==> config.mk <==
export PLATFORM = sky130hd
export DESIGN_NAME = nf_responder
export DESIGN_NICKNAME = d
export VERILOG_FILES = /design/src/rtl/nf_responder.sv
export SDC_FILE = /design/constraint.sdc
export NUM_CORES = 2
export LEC_CHECK = 0
export CAP_MARGIN = 20
export CORE_MARGIN = 3
export CORE_UTILIZATION = 34
export DETAILED_ROUTE_END_ITERATION = 16
export GPL_ROUTABILITY_DRIVEN = 0
export SLEW_MARGIN = 20
export SYNTH_ARGS = -nofsm -noshare
export SYNTH_HDL_FRONTEND = slang
export SYNTH_SLANG_ARGS = --single-unit
export TNS_END_PERCENT = 50
==> constraint.sdc <==
create_clock -name CLK_50MHZ -period 29.4 [get_ports CLK_50MHZ]
set_clock_uncertainty 0.1 [all_clocks]
set_input_delay 4.41 -clock CLK_50MHZ [delete_from_list [all_inputs] [get_ports CLK_50MHZ]]
set_output_delay 4.41 -clock CLK_50MHZ [all_outputs]
set_load 0.005 [all_outputs]
==> src/rtl/nf_responder.sv <==
// nf_responder: device-side model of a parallel NOR flash (StrataFlash-style command
// subset) for on-chip or simulated loopback against the flash controller.
//
// Holds a 256-byte array. Supports read array, read/clear status, byte program
// (bits only clear) and full-array erase. Busy time is modelled on NF_STS and SR7.
//
// Ports:
//   CLK_50MHZ  clock, rising edge
//   RST        synchronous active-high reset (starts the power-up erase sweep)
//   NF_A       byte address
//   NF_D_IN    write data from the controller
//   NF_D_OUT   read data (array or status), 0x00 when not driving
//   NF_D_OE    drive enable for the shared data bus
//   NF_CE/NF_OE/NF_WE  active-low chip enable, output enable, write enable
//   NF_RP      active-low reset/power-down (aborts any operation)
//   NF_WP      active-low write protect
//   NF_BYTE    unused; byte mode only
//   NF_STS     1 = ready, 0 = busy (registered)
module nf_responder #(
  parameter int unsigned PROG_CYCLES  = 16,
  parameter int unsigned ERASE_CYCLES = 64
) (
  input  logic       CLK_50MHZ,
  input  logic       RST,
  input  logic [7:0] NF_A,
  input  logic [7:0] NF_D_IN,
  output logic [7:0] NF_D_OUT,
  output logic       NF_D_OE,
  input  logic       NF_CE,
  input  logic       NF_OE,
  input  logic       NF_WE,
  input  logic       NF_RP,
  input  logic       NF_WP,
  input  logic       NF_BYTE,
  output logic       NF_STS
);

  localparam logic [2:0] StInit       = 3'd0;
  localparam logic [2:0] StRdArray    = 3'd1;
  localparam logic [2:0] StRdStatus   = 3'd2;
  localparam logic [2:0] StProgSetup  = 3'd3;
  localparam logic [2:0] StEraseSetup = 3'd4;
  localparam logic [2:0] StProgBusy   = 3'd5;
  localparam logic [2:0] StEraseWait  = 3'd6;
  localparam logic [2:0] StEraseSweep = 3'd7;

  // Busy counter terminal values: PROG_BUSY spans counts 0..PROG_CYCLES (the last
  // count is the array update), ERASE_WAIT spans counts 0..ERASE_CYCLES-1.
  localparam logic [15:0] ProgLast  = 16'(PROG_CYCLES);
  localparam logic [15:0] EraseLast = 16'(ERASE_CYCLES - 1);

  logic [7:0]  mem [256];

  logic [2:0]  state_q, state_d;
  logic [15:0] cnt_q, cnt_d;
  logic [7:0]  sweep_q, sweep_d;
  logic        we_q;
  logic [7:0]  a_q, d_q;
  logic [7:0]  prog_addr_q, prog_addr_d;
  logic [7:0]  prog_data_q, prog_data_d;
  logic        sr5_q, sr5_d;
  logic        sr4_q, sr4_d;
  logic        sr1_q, sr1_d;
  logic        sts_q;

  logic        wr_ev;
  logic        mem_we;
  logic [7:0]  mem_waddr;
  logic [7:0]  mem_wdata;
  logic [7:0]  sr;
  logic        unused_byte;

  assign unused_byte = NF_BYTE;

  function automatic logic is_busy(input logic [2:0] st);
    return (st == StInit) || (st == StProgBusy) || (st == StEraseWait) ||
           (st == StEraseSweep);
  endfunction

  // Rising edge of WE while the chip is selected; address/data come from the low phase.
  assign wr_ev = !we_q && NF_WE && !NF_CE;

  always_comb begin
    state_d     = state_q;
    cnt_d       = cnt_q;
    sweep_d     = sweep_q;
    prog_addr_d = prog_addr_q;
    prog_data_d = prog_data_q;
    sr5_d       = sr5_q;
    sr4_d       = sr4_q;
    sr1_d       = sr1_q;
    mem_we      = 1'b0;
    mem_waddr   = sweep_q;
    mem_wdata   = 8'hFF;

    if (!NF_RP) begin
      state_d = StRdArray;
      cnt_d   = '0;
      sweep_d = '0;
      sr5_d   = 1'b0;
      sr4_d   = 1'b0;
      sr1_d   = 1'b0;
    end else begin
      case (state_q)
        StInit, StEraseSweep: begin
          mem_we  = 1'b1;
          sweep_d = sweep_q + 8'd1;
          // Counter wraps to 0 after address 255, which ends the sweep.
          if (sweep_q == 8'hFF) begin
            state_d = (state_q == StInit) ? StRdArray : StRdStatus;
          end
        end
        StRdArray, StRdStatus: begin
          if (wr_ev) begin
            case (d_q)
              8'hFF: state_d = StRdArray;
              8'h70: state_d = StRdStatus;
              8'h50: begin
                sr5_d = 1'b0;
                sr4_d = 1'b0;
                sr1_d = 1'b0;
              end
              8'h40, 8'h10: state_d = StProgSetup;
              8'h20: state_d = StEraseSetup;
              default: ;
            endcase
          end
        end
        StProgSetup: begin
          if (wr_ev) begin
            prog_addr_d = a_q;
            prog_data_d = d_q;
            if (!NF_WP) begin
              sr4_d   = 1'b1;
              sr1_d   = 1'b1;
              state_d = StRdStatus;
            end else begin
              cnt_d   = '0;
              state_d = StProgBusy;
            end
          end
        end
        StEraseSetup: begin
          if (wr_ev) begin
            if (d_q == 8'hD0) begin
              if (NF_WP) begin
                cnt_d   = '0;
                state_d = StEraseWait;
              end else begin
                sr5_d   = 1'b1;
                sr1_d   = 1'b1;
                state_d = StRdStatus;
              end
            end else begin
              sr5_d   = 1'b1;
              sr4_d   = 1'b1;
              state_d = StRdStatus;
            end
          end
        end
        StProgBusy: begin
          if (cnt_q == ProgLast) begin
            mem_we    = 1'b1;
            mem_waddr = prog_addr_q;
            mem_wdata = mem[prog_addr_q] & prog_data_q;
            cnt_d     = '0;
            state_d   = StRdStatus;
          end else begin
            cnt_d = cnt_q + 16'd1;
          end
        end
        StEraseWait: begin
          if (cnt_q == EraseLast) begin
            cnt_d   = '0;
            sweep_d = '0;
            state_d = StEraseSweep;
          end else begin
            cnt_d = cnt_q + 16'd1;
          end
        end
        default: ;
      endcase
    end
  end

  always_ff @(posedge CLK_50MHZ) begin
    if (RST) begin
      state_q     <= StInit;
      cnt_q       <= '0;
      sweep_q     <= '0;
      we_q        <= 1'b1;
      a_q         <= '0;
      d_q         <= '0;
      prog_addr_q <= '0;
      prog_data_q <= '0;
      sr5_q       <= 1'b0;
      sr4_q       <= 1'b0;
      sr1_q       <= 1'b0;
      sts_q       <= 1'b0;
    end else begin
      state_q     <= state_d;
      cnt_q       <= cnt_d;
      sweep_q     <= sweep_d;
      we_q        <= NF_WE;
      if (!NF_WE) begin
        a_q <= NF_A;
        d_q <= NF_D_IN;
      end
      prog_addr_q <= prog_addr_d;
      prog_data_q <= prog_data_d;
      sr5_q       <= sr5_d;
      sr4_q       <= sr4_d;
      sr1_q       <= sr1_d;
      // Registered so STS falls on the same edge that enters a busy state.
      sts_q       <= !is_busy(state_d);
    end
  end

  always_ff @(posedge CLK_50MHZ) begin
    if (!RST && mem_we) begin
      mem[mem_waddr] <= mem_wdata;
    end
  end

  assign sr      = {!is_busy(state_q), 1'b0, sr5_q, sr4_q, 2'b00, sr1_q, 1'b0};
  assign NF_D_OE = !NF_CE && !NF_OE && NF_WE && NF_RP;

  always_comb begin
    NF_D_OUT = 8'h00;
    if (NF_D_OE) begin
      NF_D_OUT = (state_q == StRdArray) ? mem[NF_A] : sr;
    end
  end

  assign NF_STS = sts_q;

endmodule

* Yosys cells after proc, flatten, opt, wreduce, memory -nomap -nowiden
Memories as Yosys holds them, arrays and structs flattened. A register that Yosys moved wholly into a read port is not among the register bits.
Index checks and enable logic that the tools add are counted.
** Storage, ports and cells
- Register bits :: 64
- Bits in writable memories :: 2048
- Bits of input ports :: 24
- Output and inout bits :: 10
- Logic and storage cells :: 132
- Memories kept :: 1
** Operators by class
- Add/sub/neg operators :: 2
- Equality and inequality tests :: 29
- Muxes and demuxes :: 52
- Bitwise gates (word level) :: 2
- Reduce and logical (&&, ||, !) cells :: 34
** Memory list
- mem :: words 256, width 8, read ports 2, clocked after memory_dff 1, wr ports 1, line 52 : logic [7:0] mem [256];
** Operators by type and width (count)
- 16-bit 2-to-1 mux :: 6
- 8-bit 2-to-1 mux :: 11
- 16-bit one-hot mux with 4 select lines :: 1
- 3-bit 2-to-1 mux :: 10
- 8-bit by 7-bit == test with 1-bit output, second input constant :: 3
- 8-bit == test, second input constant :: 3
- 3-bit == test, second input constant :: 7
- 3-bit one-hot mux with 6 select lines :: 1
- 16-bit by 1-bit adder with 16-bit output, second input constant :: 1
- 16-bit by 5-bit == test with 1-bit output, second input constant :: 1
- 16-bit by 6-bit == test with 1-bit output, second input constant :: 1
- 1-bit 2-to-1 mux :: 16
- 2-bit != test, second input constant :: 8
- 8-bit one-hot mux with 2 select lines :: 1
- 3-bit one-hot mux with 4 select lines :: 1
- 8-bit by 1-bit adder with 8-bit output, second input constant :: 1
- 8-bit bitwise AND :: 1
- 8-bit by 5-bit == test with 1-bit output, second input constant :: 1
- 8-bit by 6-bit == test with 1-bit output, second input constant :: 1
- 2-bit OR reduction :: 4
- 7-bit AND reduction :: 1
- 3-bit by 2-bit == test with 1-bit output, second input constant :: 2
- 1-bit logical AND :: 6
- 1-bit zero test :: 6
- other kinds (16) :: 25

* Longest topological paths before layout
- Depth in word-level cells :: 11
- Gate-level depth with buffers :: 14
- Mapped depth without buffers :: 8

* Worst setup path after synthesis
OpenSTA, ideal clock, no wires.
- Path type :: input-to-reg
- From :: in NF_RP
- To :: mem mem[0][0] (data pin)
- Setup time :: 4.460 ns
- Data arrival time :: 27.327 ns
- Data required time :: 24.840 ns
- Path slack :: -2.486 ns
- Cell stages on the path :: 8
- Buffers on the path :: 2
- Path through :: clkbuf_1 > and3_1 > nand3_2 > clkbuf_1 > nor2_1 > nand2_1 > nor4_1 > a2111oi_0
** Between the ends
- Cells in the longest elaborated chain, start to end :: 1
** RTL lines
- start, declared :: line 32 : input logic NF_RP,
- 8-bit 2-to-1 mux :: line 96 : if (!NF_RP) begin
- net mem_wdata[0] :: line 69 : logic [7:0] mem_wdata;
- end, declared :: line 52
The timed path passes the listed nets, and every way through them passes these cells.

* Worst setup path after layout
- From :: in NF_A[0]
- To :: out NF_D_OUT[6]
** Between the ends
- Cells in the longest elaborated chain, start to end :: 3
** RTL lines
- start, declared :: line 25 : input logic [7:0] NF_A,
- memory 256 x 8 bit
- 8-bit 2-to-1 mux :: line 231 : NF_D_OUT = (state_q == StRdArray) ? mem[NF_A] : sr;
- 8-bit 2-to-1 mux :: line 230 : if (NF_D_OE) begin
- end, declared :: line 27 : output logic [7:0] NF_D_OUT,
Every way passes these cells.

==> metrics.txt <==
Final period util between 50% and 60%; CP arrival 10.94 ns; worst skew pair latency 0.91 ns; leak pwr 38.4 nW; CP top delay family buffers and inverters; grt total ovfl 0; top-count cell post-synth edfxtp_1; Fin. Hold Viols 0; post-synthesis async set-or-reset flop share 0%; Num Clock Sinks 2120; core footprint 0.294 sq mm; Filler Cells Inserted between 20000 and 30000; synth top area cells edfxtp_1 61%, mux4_2 21%, mux2i_1 3.8%; CP max-delay cell buf_4; setup tns final 0 ns; CP startpoint NF_A[0]; Sw Ratio 21.5%; CTS tree done; Initial DRT Pass Iterations 8; drt drc 0; count of final setup violators 0; DR iter-0 viols 8639; critical path capture point type output pin; initial antenna violation count 12; Core Util, Final 38.1%; Primary FF master, synth edfxtp_1; Comb pwr share 2.5%; Yosys top cell area share 61.1%; Avg Inst Size Synth 18.1 sq um; root buffer cell clkbuf_16; Non-Filler Instances 9661; Yosys reg bits 2120; wire per inst 34.6 um; Area Overhead vs Synth 11.4%; Via density a little over 6; Synth Cell Area 0.101 sq mm; number of global-route vias before repair between 50000 and 60000; die area a little over 0.3 sq mm; Worst Reg-to-Reg Cells 13; GR Util All Layers between 20% and 30%; cell taking the most area after synthesis edfxtp_1; H-tree levels 4; top cells by count, synth 2048 x edfxtp_1, 950 x mux4_2, 385 x mux2i_1; Total Power 6.23 mW; Synth cell types 84; sw power between 1 and 1.5 mW; Port Buf Inserts 32; Hold Buf Count CTS 0; EDFF count, synth 2048; post-CTS resize count 0; run status completed; clock buffer count from CTS 219; DR vias 59900; Total Wirelength 335000 um; fin. max-slew vios 0; P_int ~4.9 mW; share of layout cells above drive strength 1 27.8%; ANT nets after route 0; Sequential Power Share 52.4%; Nets 5576; Max-cap violations 0; WP depth 13; WHS Path Cells 2; power per cell area 55.6 mW/mm^2; placed cells 9240; Post-CTS Setup Bufs 0; Post-Synthesis Net Count 5593; peak fanout along the critical path 56; worst endpoint required time between 20 and 25 ns; Worst path most repeated cell buf_4; Initial Util 34.2%; Max VDD drop 0.0632 mV; fin crit period ~15 ns; # IOs 34; worst path cell trace buf_8, buf_4, buf_4, buf_4, buf_4, mux4_2, mux4_2, a22oi_1, a31oi_1, o21ai_0, o21ai_0, buf_4, clkdlybuf4s50_1; crit path to NF_D_OUT[6]; reg2reg end mem[205][3]$_DFFE_PP_; die height roughly 550 um; worst hold-check path type reg -> reg; pin count of the biggest net entering global routing 225; CP Launch Type input port; cell row count 199; Least-Margin Pin Slew 1.29 ns; Clk pwr share 45.1%; RSZ-0062 raised after global routing false; post-DP HPWL 213000 um; clk buf depth 3; Worst path max stage delay approximately 0.9 ns; classification of the worst setup path in -> out; r2r setup slk approximately 22 ns; Synth Warn # 0; fmax about 65 MHz; Seq/Total Area, Yosys between 60% and 70%; Post-Synthesis Cells 5566; Clk pin slew, worst setup/hold paths 0.06 ns; Die W 550 um; number of buffers and inverters on the critical path 7; first-pass GRT wire length 465000 um; Slew HR 13.3%
## cells in the final DEF (no fill, tap or decap), drive strengths merged, types with 35 or more instances in the layout
| master | synthesis | final |
|---|---|---|
| a21oi | 145 | 145 |
| a22oi | 77 | 77 |
| buf | 260 | 203 |
| clkbuf | 206 | 271 |
| clkinv | 1 | 96 |
| dfxtp | 72 | 72 |
| edfxtp | 2048 | 2048 |
| mux2i | 385 | 385 |
| mux4 | 959 | 959 |
| nand2 | 187 | 187 |
| nand2b | 35 | 35 |
| nand3 | 48 | 48 |
| nor2 | 378 | 378 |
| nor3 | 50 | 50 |
| o21ai | 71 | 71 |
| o221ai | 123 | 123 |
| o22ai | 92 | 92 |
## worst reg2reg max path, cell delays in order (launching register included)
cell and delay, ns:
dfxtp_4 0.87, buf_4 0.77, buf_4 0.83, buf_12 0.60
mux4_2 0.59, mux4_2 0.56, nand3_1 0.21, nand3_1 0.22
or4_1 0.57, a2111oi_1 0.31, buf_4 0.22, a221oi_4 0.05
buf_4 0.37, buf_4 0.47
## power by group through the flow
stage               clock network (mW)  registers [mW]  logic (mW)
global route                      2.96            3.26       0.163
detailed placement                   0            3.33       0.156
global placement                     0            3.33       0.155
finish                            2.81            3.26       0.158
CTS                               2.84            3.26       0.156
floorplan                            0            3.33       0.105
## metrics by stage
| step | setup slack (ns) | hold slack [ns] | area, sq um |
|---|---|---|---|
| final | 13.95 | 0.345 | 112000 |
| after global routing | 13.59 | 0.370 | 112000 |
| after CTS | 13.90 | 0.348 | 112000 |
| after detailed placement | 13.87 | 0.356 | 105000 |
| after global placement | 13.90 | 0.348 | 105000 |
| after floorplan | -2.49 | 0.333 | 101000 |
## cell type report
type | count | area [sq um] | area share (%)
sequential | 2120 | 63000 | 56.2
multi-input combinational | 2957 | 35000 | 31.2
clock buffer | 270 | 5740 | 5.12
tap | 3919 | 4900 | 4.38
timing repair buffer | 228 | 1950 | 1.74
clock inverter | 139 | 1420 | 1.27
inverter | 23 | 98.8 | 0.0882
antenna | 5 | 12.5 | 0.0112
## registers in the layout, summed over array words and instances (netlist names), named ones only
signal,count
sr4_q,1
prog_data_q,8
a_q,8
prog_addr_q,8
sr1_q,1
state_q,3
sweep_q,8
mem,2048
d_q,8
cnt_q,16
NF_STS,1
sr5_q,1
we_q,1
## worst min-delay path by stage
| stage | from | endpoint | slack (ns) |
|---|---|---|---|
| after CTS | a_q[0]$_SDFFE_PP0N_ | register | 0.35 |
| after detailed placement | prog_data_q[7]$_SDFFE_PP0P_ | prog_data_q[7]$_SDFFE_PP0P_ | 0.36 |
| after global routing | a_q[0]$_SDFFE_PP0N_ | register | 0.37 |
| after floorplan | prog_data_q[3]$_SDFFE_PP0P_ | prog_data_q[3]$_SDFFE_PP0P_ | 0.33 |
| final | a_q[0]$_SDFFE_PP0N_ | register | 0.34 |
| after global placement | a_q[0]$_SDFFE_PP0N_ | register | 0.35 |
## logic make-up after synthesis
family / Yosys count / synth area share [%]
flip-flops: 2120 / 62.6
multiplexers: 1371 / 25.6
AND/OR/NAND/NOR: 877 / 4.01
AO/OA/AOI/OAI: 687 / 4.72
buffers and inverters: 489 / 2.85
XOR/XNOR: 19 / 0.165
adder cells (fa/ha/maj): 3 / 0.0373
## metal layers
metal	share of wire (%)	GRT usage, %	vias up
li1	-	-	23500
met1	37	28.3	31800
met2	46	33.4	3803
met3	12	6.57	764
met4	5.5	9.69	4
met5	0.0090	0	-
(Power assumes the default switching activity.)
